[src/rtl/tetris_game_ctrl.sv]
// Game sequencer for the falling-piece engine: spawns pieces, paces gravity, commits
// landed pieces, scans/clears full rows one at a time and keeps score, lines and level.
module tetris_game_ctrl #(
    parameter int ROWS          = 12,
    parameter int GRAV_W        = 24,
    parameter int GRAV_BASE     = 10_000_000,
    parameter int GRAV_STEP     = 1_000_000,
    parameter int GRAV_MIN      = 2_000_000,
    parameter int LINES_PER_LVL = 4
) (
    input  logic            Clk,
    input  logic            Reset,
    input  logic            Start,
    input  logic            Ack,
    input  logic            bottom_flag,
    input  logic            top_flag,
    input  logic [ROWS-1:0] row_full,
    output logic            gen_flag,
    output logic            drop_tick,
    output logic            commit,
    output logic            clear_row,
    output logic [3:0]      clear_idx,
    output logic [15:0]     score,
    output logic [7:0]      lines,
    output logic [3:0]      level,
    output logic            game_over,
    output logic [7:0]      state
);

    typedef enum logic [7:0] {
        IDLE   = 8'h01,
        GEN    = 8'h02,
        PLAY   = 8'h04,
        COMMIT = 8'h08,
        SCAN   = 8'h10,
        CLEAR  = 8'h20,
        SCORE  = 8'h40,
        OVER   = 8'h80
    } state_t;

    localparam logic [GRAV_W-1:0] BASE_W   = GRAV_W'(GRAV_BASE);
    localparam logic [GRAV_W-1:0] STEP_W   = GRAV_W'(GRAV_STEP);
    localparam logic [GRAV_W-1:0] MIN_W    = GRAV_W'(GRAV_MIN);
    localparam logic [3:0]        LAST_ROW = 4'(ROWS - 1);
    localparam logic [7:0]        LPL_W    = 8'(LINES_PER_LVL);

    state_t            state_q, state_d;
    logic              gen_flag_q, gen_flag_d;
    logic              drop_tick_q, drop_tick_d;
    logic              commit_q, commit_d;
    logic              clear_row_q, clear_row_d;
    logic              game_over_q, game_over_d;
    logic [3:0]        clear_idx_q, clear_idx_d;
    logic [15:0]       score_q, score_d;
    logic [7:0]        lines_q, lines_d;
    logic [3:0]        level_q, level_d;
    logic [GRAV_W-1:0] grav_cnt_q, grav_cnt_d;
    logic [3:0]        scan_idx_q, scan_idx_d;
    logic [2:0]        ncleared_q, ncleared_d;

    logic [GRAV_W-1:0] grav_red, grav_diff, grav_period, grav_last;
    logic [3:0]        pts_base;
    logic [7:0]        pts;
    logic [16:0]       score_sum;
    logic [15:0]       score_new;
    logic [8:0]        lines_sum;
    logic [7:0]        lines_new;
    logic [7:0]        lvl_raw;
    logic [3:0]        level_new;

    // Gravity period shrinks with level; clamp before subtracting so it never wraps.
    always_comb begin
        grav_red  = GRAV_W'(level_q) * STEP_W;
        grav_diff = BASE_W - grav_red;
        if (grav_red >= BASE_W || grav_diff < MIN_W) begin
            grav_period = MIN_W;
        end else begin
            grav_period = grav_diff;
        end
        grav_last = grav_period - GRAV_W'(1);
    end

    always_comb begin
        case (ncleared_q)
            3'd0:    pts_base = 4'd0;
            3'd1:    pts_base = 4'd1;
            3'd2:    pts_base = 4'd3;
            3'd3:    pts_base = 4'd5;
            default: pts_base = 4'd8;
        endcase
        pts       = {4'd0, pts_base} * ({4'd0, level_q} + 8'd1);
        score_sum = {1'b0, score_q} + {9'd0, pts};
        score_new = score_sum[16] ? 16'hFFFF : score_sum[15:0];
        lines_sum = {1'b0, lines_q} + {6'd0, ncleared_q};
        lines_new = lines_sum[8] ? 8'hFF : lines_sum[7:0];
        lvl_raw   = lines_new / LPL_W;
        level_new = (lvl_raw > 8'd9) ? 4'd9 : lvl_raw[3:0];
    end

    always_comb begin
        state_d     = state_q;
        drop_tick_d = 1'b0;
        clear_idx_d = clear_idx_q;
        score_d     = score_q;
        lines_d     = lines_q;
        level_d     = level_q;
        grav_cnt_d  = grav_cnt_q;
        scan_idx_d  = scan_idx_q;
        ncleared_d  = ncleared_q;

        case (state_q)
            IDLE: begin
                if (Start) begin
                    score_d = 16'd0;
                    lines_d = 8'd0;
                    level_d = 4'd0;
                    state_d = GEN;
                end
            end
            GEN: begin
                grav_cnt_d = '0;
                state_d    = PLAY;
            end
            PLAY: begin
                // A landing in the same cycle as the terminal count suppresses the tick.
                if (bottom_flag) begin
                    state_d = top_flag ? OVER : COMMIT;
                end else if (grav_cnt_q == grav_last) begin
                    grav_cnt_d  = '0;
                    drop_tick_d = 1'b1;
                end else begin
                    grav_cnt_d = grav_cnt_q + GRAV_W'(1);
                end
            end
            COMMIT: begin
                scan_idx_d = 4'd0;
                ncleared_d = 3'd0;
                state_d    = SCAN;
            end
            SCAN: begin
                if (row_full[scan_idx_q]) begin
                    clear_idx_d = scan_idx_q;
                    state_d     = CLEAR;
                end else if (scan_idx_q == LAST_ROW) begin
                    state_d = SCORE;
                end else begin
                    scan_idx_d = scan_idx_q + 4'd1;
                end
            end
            CLEAR: begin
                // Rescan the same row: the board shifts the row above into it.
                ncleared_d = (ncleared_q == 3'd4) ? 3'd4 : ncleared_q + 3'd1;
                state_d    = SCAN;
            end
            SCORE: begin
                score_d = score_new;
                lines_d = lines_new;
                level_d = level_new;
                state_d = GEN;
            end
            OVER: begin
                if (Ack) begin
                    state_d = IDLE;
                end
            end
            default: state_d = IDLE;
        endcase

        gen_flag_d  = (state_d == GEN);
        commit_d    = (state_d == COMMIT);
        clear_row_d = (state_d == CLEAR);
        game_over_d = (state_d == OVER);
    end

    always_ff @(posedge Clk) begin
        if (Reset) begin
            state_q     <= IDLE;
            gen_flag_q  <= 1'b0;
            drop_tick_q <= 1'b0;
            commit_q    <= 1'b0;
            clear_row_q <= 1'b0;
            game_over_q <= 1'b0;
            clear_idx_q <= 4'd0;
            score_q     <= 16'd0;
            lines_q     <= 8'd0;
            level_q     <= 4'd0;
            grav_cnt_q  <= '0;
            scan_idx_q  <= 4'd0;
            ncleared_q  <= 3'd0;
        end else begin
            state_q     <= state_d;
            gen_flag_q  <= gen_flag_d;
            drop_tick_q <= drop_tick_d;
            commit_q    <= commit_d;
            clear_row_q <= clear_row_d;
            game_over_q <= game_over_d;
            clear_idx_q <= clear_idx_d;
            score_q     <= score_d;
            lines_q     <= lines_d;
            level_q     <= level_d;
            grav_cnt_q  <= grav_cnt_d;
            scan_idx_q  <= scan_idx_d;
            ncleared_q  <= ncleared_d;
        end
    end

    assign gen_flag  = gen_flag_q;
    assign drop_tick = drop_tick_q;
    assign commit    = commit_q;
    assign clear_row = clear_row_q;
    assign clear_idx = clear_idx_q;
    assign score     = score_q;
    assign lines     = lines_q;
    assign level     = level_q;
    assign game_over = game_over_q;
    assign state     = state_q;

endmodule

[config.mk]
export PLATFORM = sky130hd
export DESIGN_NAME = tetris_game_ctrl
export DESIGN_NICKNAME = d
export VERILOG_FILES = /design/src/rtl/tetris_game_ctrl.sv
export SDC_FILE = /design/constraint.sdc
export NUM_CORES = 1
export LEC_CHECK = 0
export ABC_AREA = 1
export CORE_MARGIN = 5
export CORE_UTILIZATION = 30
export CTS_CLUSTER_SIZE = 30
export DETAILED_ROUTE_END_ITERATION = 10
export HOLD_SLACK_MARGIN = 0.06
export PLACE_DENSITY_LB_ADDON = 0.3
export SETUP_SLACK_MARGIN = 0.05
export SYNTH_ARGS = -nofsm -noshare
export SYNTH_HDL_FRONTEND = slang
export SYNTH_SLANG_ARGS = --single-unit
[constraint.sdc]
create_clock -name Clk -period 15.2 [get_ports Clk]
set_input_delay 3.04 -clock Clk [delete_from_list [all_inputs] [get_ports Clk]]
set_output_delay 3.04 -clock Clk [all_outputs]
set_load 0.01 [all_outputs]
# ---- After elaboration in Yosys (flattened, before gate mapping)
# Cells that the tools add are included.
dict set report classes {
  addsub 8
  n_mul 2
  magnitude_cmp 4
  eq_ne 22
  muxes 29
  bitwise 1
  reduce_logical 12
}
# cell count
set op_table {}
lappend op_table {{24-bit 2-to-1 mux} 3}
lappend op_table {{8-bit 2-to-1 mux} 8}
lappend op_table {{8-bit one-hot mux with 7 select lines} 1}
lappend op_table {{24-bit one-hot mux with 2 select lines} 1}
lappend op_table {{16-bit 2-to-1 mux} 2}
lappend op_table {{16-bit one-hot mux with 2 select lines} 1}
lappend op_table {{24-bit by 1-bit adder with 24-bit output, second input constant} 1}
lappend op_table {{24-bit equality test} 1}
lappend op_table {{24-bit >= comparator, second input constant} 1}
lappend op_table {{24-bit by 21-bit less-than comparator with 1-bit output, second input constant} 1}
lappend op_table {{24-bit by 1-bit subtractor with 24-bit output, second input constant} 1}
lappend op_table {{24-bit subtractor, first input constant} 1}
lappend op_table {{4-bit by 14-bit multiplier with 18-bit output, second input constant} 1}
lappend op_table {{16-bit by 8-bit adder with 17-bit output} 1}
lappend op_table {{8-bit by 2-bit equality test with 1-bit output, second input constant} 2}
lappend op_table {{8-bit by 4-bit equality test with 1-bit output, second input constant} 2}
lappend op_table {{8-bit by 6-bit equality test with 1-bit output, second input constant} 2}
lappend op_table {{8-bit equality test, second input constant} 2}
lappend op_table {{4-bit 2-to-1 mux} 4}
lappend op_table {{4-bit one-hot mux with 2 select lines} 2}
lappend op_table {{4-bit one-hot mux with 4 select lines} 1}
lappend op_table {{8-bit one-hot mux with 2 select lines} 1}
lappend op_table {{8-bit by 3-bit adder with 9-bit output} 1}
lappend op_table {{8-bit by 1-bit equality test with 1-bit output, second input constant} 1}
lappend op_table {{26 further kinds} 36}
dict set report word_totals {
  register_bits 76
  in_bits 18
  out_inout_bits 45
  elab_cells 91
}

# ---- Longest topological paths before layout
dict set report logic_depth {
  depth_word 10
  ltp_mapped 37
  ltp_nobuf 34
}

# ---- Worst setup path after synthesis
# No wires, ideal clock.
dict set report synth_timing {
  kind {register to register}
  start {register ncleared_q[0]}
  end {register score_q[10] (netlist: score[10])}
  setup_ns 0.070
  arrival_time_ns 4.933
  t_required_ns 15.130
  path_slack_ns 10.196
  path_stages_with_launch 25
  n_path_buf 1
  synth_period_minus_slack_ns 5.004
  path_cell_list {dfxtp_1 -> ha_1 -> ha_1 -> inv_1 -> nand3_1 -> a21oi_1 -> nand2_1 -> fa_1 -> fa_1 -> fa_1 -> inv_1 -> ha_1 -> o21ai_0 -> nand2_1 -> a21oi_1 -> o21bai_1 -> a21oi_1 -> o21ai_0 -> nand3_1 -> nor2_1 -> inv_1 -> nor2_1 -> clkbuf_1 -> o21ai_0 -> a21oi_1}
}
dict set report synth_between {
  elab_chain_cells 6
  word_cells_on_any_way 9
  classes_between {1 x add/sub; 1 x mul; 3 x eq/ne; 3 x mux; 1 x reduce/logical}
}
# item line_no
set synth_lines {}
lappend synth_lines {{start, declared} 59} ;# logic [2:0] ncleared_q, ncleared_d;
lappend synth_lines {{start signal, assigned} 203} ;# ncleared_q <= ncleared_d;
lappend synth_lines {{3-bit by 2-bit equality test with 1-bit output, or another cell as far along} 84} ;# case (ncleared_q)
lappend synth_lines {{4-bit one-hot mux with 4 select lines (*)} 84}
lappend synth_lines {{4-bit by 5-bit multiplier with 8-bit output (*)} 91} ;# pts = {4'd0, pts_base} * ({4'd0, level_q} + 8'd1);
lappend synth_lines {{16-bit by 8-bit adder with 17-bit output (*)} 92} ;# score_sum = {1'b0, score_q} + {9'd0, pts};
lappend synth_lines {{16-bit 2-to-1 mux (*)} 93} ;# score_new = score_sum[16] ? 16'hFFFF : score_sum[15:0];
lappend synth_lines {{16-bit one-hot mux with 2 select lines (*)} 111} ;# case (state_q)
lappend synth_lines {{end signal, assigned} 198} ;# score_q <= score_d;
lappend synth_lines {{end, declared} 54} ;# logic [15:0] score_q, score_d;
# Mark *: on every way between the ends. The rest lies on a longest branch, timed or not.
# A chain may end at the register's enable or synchronous reset.

# ---- Final worst setup path
dict set report layout_timing {
  start {register level_q[1] (netlist: level[1])}
  end {register grav_cnt_q[3]}
}
dict set report layout_between {
  elab_chain_cells 10
  word_cells_on_any_way 11
  classes_between {2 x add/sub; 1 x mul; 2 x order compare; 1 x eq/ne; 4 x mux; 1 x reduce/logical}
}
# item line_no
set layout_lines {}
lappend layout_lines {{start, declared} 56} ;# logic [3:0] level_q, level_d;
lappend layout_lines {{start signal, assigned} 200} ;# level_q <= level_d;
lappend layout_lines {{4-bit by 14-bit multiplier with 18-bit output (*)} 73} ;# grav_red = GRAV_W'(level_q) * STEP_W;
lappend layout_lines {{24-bit subtractor} 74} ;# grav_diff = BASE_W - grav_red;
lappend layout_lines {{24-bit by 21-bit less-than comparator with 1-bit output} 75} ;# if (grav_red >= BASE_W || grav_diff < MIN_W) begin
lappend layout_lines {{1-bit logical OR} 75}
lappend layout_lines {{24-bit 2-to-1 mux (*)} 75}
lappend layout_lines {{24-bit by 1-bit subtractor with 24-bit output (*)} 80} ;# grav_last = grav_period - GRAV_W'(1);
lappend layout_lines {{24-bit equality test (*)} 128} ;# end else if (grav_cnt_q == grav_last) begin
lappend layout_lines {{24-bit 2-to-1 mux (*)} 128}
lappend layout_lines {{24-bit 2-to-1 mux (*)} 126} ;# if (bottom_flag) begin
lappend layout_lines {{24-bit one-hot mux with 2 select lines (*)} 111}
lappend layout_lines {{end signal, assigned} 201} ;# grav_cnt_q <= grav_cnt_d;
lappend layout_lines {{end, declared} 57} ;# logic [GRAV_W-1:0] grav_cnt_q, grav_cnt_d;
# Mark *: on every way between the ends. The rest lies on a longest branch, timed or not. The select of a mux whose other input is x is not followed.

==> results.sh <==
export IMPL_critPathMaxFanout=22
export IMPL_cts_clk_slew_worst_paths_ns=0.07
export IMPL_fin_crit_ns=6.33
export IMPL_start_util_pct=30.2
export IMPL_rsz0062_at_grt="false"
export IMPL_dpl_instance_area_mm2=0.00819
export IMPL_grtUsageTotal_pct=13.4
export IMPL_vias=6958
export IMPL_startpoint="level[1]$_SDFFE_PP0P_"
export IMPL_synth_ff_type="dfxtp_1"
export IMPL_numPortBuffers=62
export IMPL_crit_end="grav_cnt_q[3]$_SDFFE_PP0P_"
export IMPL_hold_start="grav_cnt_q[23]$_SDFFE_PP0P_"
export IMPL_power_density_mw_per_mm2=57.1
export IMPL_dp_hpwl_um=14300
export IMPL_arrival_ns=6.53
export IMPL_slew_viol_final=0
export IMPL_cap_viol_max_count=0
export IMPL_dp_cells=1488
export IMPL_reg2reg_depth=27
export IMPL_finalWirelength_um=18400
export IMPL_outcome="finished, final reports clean"
export IMPL_ant_nets=0
export IMPL_io_pin_count=63
export IMPL_synth_edf_count=0
export IMPL_yosys_warnings=0
export IMPL_setup_tns_ns=0
export IMPL_worstSetupEndpointType="flip-flop"
export IMPL_synth_area_mm2=0.00728
export IMPL_cts_tree="built"
export IMPL_yosysUniqueCellTypes=52
export IMPL_cpMaxStageDelayCell="dfxtp_1"
export IMPL_final_cells=1504
export IMPL_routed_via_density=4.63
export IMPL_die_h_um=166
export IMPL_gr_total_overflow=0
export IMPL_async_flop_share_pct=0
export IMPL_ir_drop_mv=0.0509
export IMPL_slew_headroom_pct=35.2
export IMPL_core_mm2=0.0241
export IMPL_rows=57
export IMPL_ys_seq_elements=76
export IMPL_grt_start_max_net_pins=66
export IMPL_drc_errors=0
export IMPL_grt_pass1_wl_um=31700
export IMPL_setup_viol=0
export IMPL_worstReg2RegStart="level[1]$_SDFFE_PP0P_"
export IMPL_final_nets=1257
export IMPL_place_gp_congestion=0.831
export IMPL_clk_latency_ns=0.35
export IMPL_die_area_mm2=0.0275
export IMPL_synth_top_cells_by_count="nand2_1, inv_1, nor2_1, dfxtp_1, a21oi_1"
export IMPL_root_buffer="clkbuf_16"
export IMPL_htreeDepth=3
export IMPL_critPathLaunchType="flip-flop"
export IMPL_skew_ns=0.00741
export IMPL_crit_top_cell="nand3_1"
export IMPL_hold_class="flip-flop to flip-flop"
export IMPL_fill_cells=2688
export IMPL_pre_cts_ws_ns=8.90
export IMPL_yosysMostFrequentCell="nand2_1"
export IMPL_cts_setup_buffers=0
export IMPL_min_period_over_period_pct=41.6
export IMPL_fp_dieW_um=166
export IMPL_fmax_ghz=0.158
export IMPL_synth_top_area_share_pct=20.9
export IMPL_hold_buffers=0
export IMPL_reg2reg_slack_ns=8.87
export IMPL_wl_per_cell_um=12.2
export IMPL_grt_pass1_vias=6649
export IMPL_cts_sinks=76
export IMPL_power_leakage_nw=3.87
export IMPL_finalHoldViolations=0
export IMPL_clockBufferDepth=2
export IMPL_post_cts_resize_count=0
export IMPL_cts_buffers_inserted=9
export IMPL_drt_pass1_iterations=5
export IMPL_synth_area_top_cells="dfxtp_1, nand2_1, inv_1"
export IMPL_setup_ws_ns=8.87
export IMPL_reg2reg_to="grav_cnt_q[3]$_SDFFE_PP0P_"
export IMPL_final_layout_size_suffix_gt1_share_pct=8.64
export IMPL_critPathMaxStageDelay_ns=0.74
export IMPL_criticalPathCategory="flip-flop to flip-flop"
export IMPL_worstPathRequired_ns=15.40
export IMPL_syn_area_per_cell_um2=6.46
export IMPL_worstMarginPinSlew_ns=0.971
export IMPL_antenna_found_initial=0
export IMPL_syn_to_final_growth_pct=17.0
export IMPL_stdcell_area_mm2=0.00852
export IMPL_total_power_w=0.000486
export IMPL_ys_seq_area_share_pct=20.9
export IMPL_drtIter0Drc=285
export IMPL_diodes=0
export IMPL_netlist_instances=1126
export IMPL_synth_area_leader_cell="dfxtp_1"
export IMPL_synth_net_count=1208
stage by stage:
stage | util [%] | hold slack (ns)
floorplan | - | 0.445
global placement | 34.0 | 0.459
detailed placement | 34.0 | 0.464
CTS | 35.3 | 0.474
global route | 35.3 | 0.512
finish | 35.3 | 0.468
final cells by class:
cell class | count | area (um2) | area share (%)
Clock buffer | 9 | 225 | 2.64
Inverter | 183 | 687 | 8.07
Sequential cell | 76 | 1520 | 17.9
Tap cell | 324 | 405 | 4.76
Clock inverter | 7 | 105 | 1.23
Multi-Input combinational cell | 839 | 4930 | 57.9
Timing Repair Buffer | 66 | 646 | 7.58
per-layer routing:
metal,GRT usage [%],share of wire (%)
met1,17.2,48
met2,23.0,47
met3,2.71,3.3
met4,3.16,1.3
met5,0,0
registers in the layout, summed over array words and instances (netlist names), 3 cells and up:
register    cells
score          16
ncleared_q      3
grav_cnt_q     24
scan_idx_q      4
lines           8
clear_idx       4
level           4
state           8
cells in the final DEF, fill, tap and decap left out, types with 4 or more instances in the layout:
master           count
nand3b_1             5
nor2_1             100
clkdlybuf4s50_1     61
o211ai_1             5
xor2_1              35
clkbuf_16            9
nand2_1            280
xnor2_1              4
nand4_1             24
o21ai_0             47
nor4_1               7
dfxtp_1             76
nor2_4               5
nor2_2               8
nand3_2             19
ha_1                51
inv_1              176
inv_2                6
nand2_2             19
fa_1                13
or2_2                4
nand2_4              6
nor3_1              18
a31oi_1              4
o21bai_1             7
buf_4                4
xor2_2               4
nand3_1             73
a21oi_1             75
where the power goes:
group	switching (W)	total (W)	leakage, nW	internal (W)
Clock	0.0000979	0.000245	0.159	0.000147
Combinational	0.0000261	0.0000388	3.09	0.0000126
Sequential	0.00000179	0.000203	0.613	0.000201
Total	0.000126	0.000486	3.87	0.000361
cells by family after synthesis:
kind of cell,count (synthesis),synth area share [%]
AND/OR/NAND/NOR,580,38.1
AO/OA/AOI/OAI,151,11.4
XOR/XNOR,43,5.59
buffers and inverters,211,11.5
flip-flops,76,20.9
adder cells (fa/ha/maj),64,12.3
multiplexers,1,0.138
worst min-delay path by stage:
stage,cells after the start,slack (ns),to
CTS,2,0.47,grav_cnt_q[23]$_SDFFE_PP0P_
global route,2,0.51,grav_cnt_q[23]$_SDFFE_PP0P_
global placement,2,0.46,grav_cnt_q[23]$_SDFFE_PP0P_
finish,2,0.47,grav_cnt_q[23]$_SDFFE_PP0P_
detailed placement,2,0.46,grav_cnt_q[23]$_SDFFE_PP0P_
floorplan,2,0.45,grav_cnt_q[23]$_SDFFE_PP0P_
worst max-delay path, delay by kind of cell (launching register included):
| kind | cells | cell delay, ns |
|---|---|---|
| buf+inv | 3 | 0.42 |
| simple gates | 18 | 3.08 |
| fa+ha+maj | 4 | 1.72 |
| compound gates | 1 | 0.08 |
| xor+xnor | 1 | 0.13 |
| flops | 1 | 0.74 |
(Power assumes the default switching activity.)
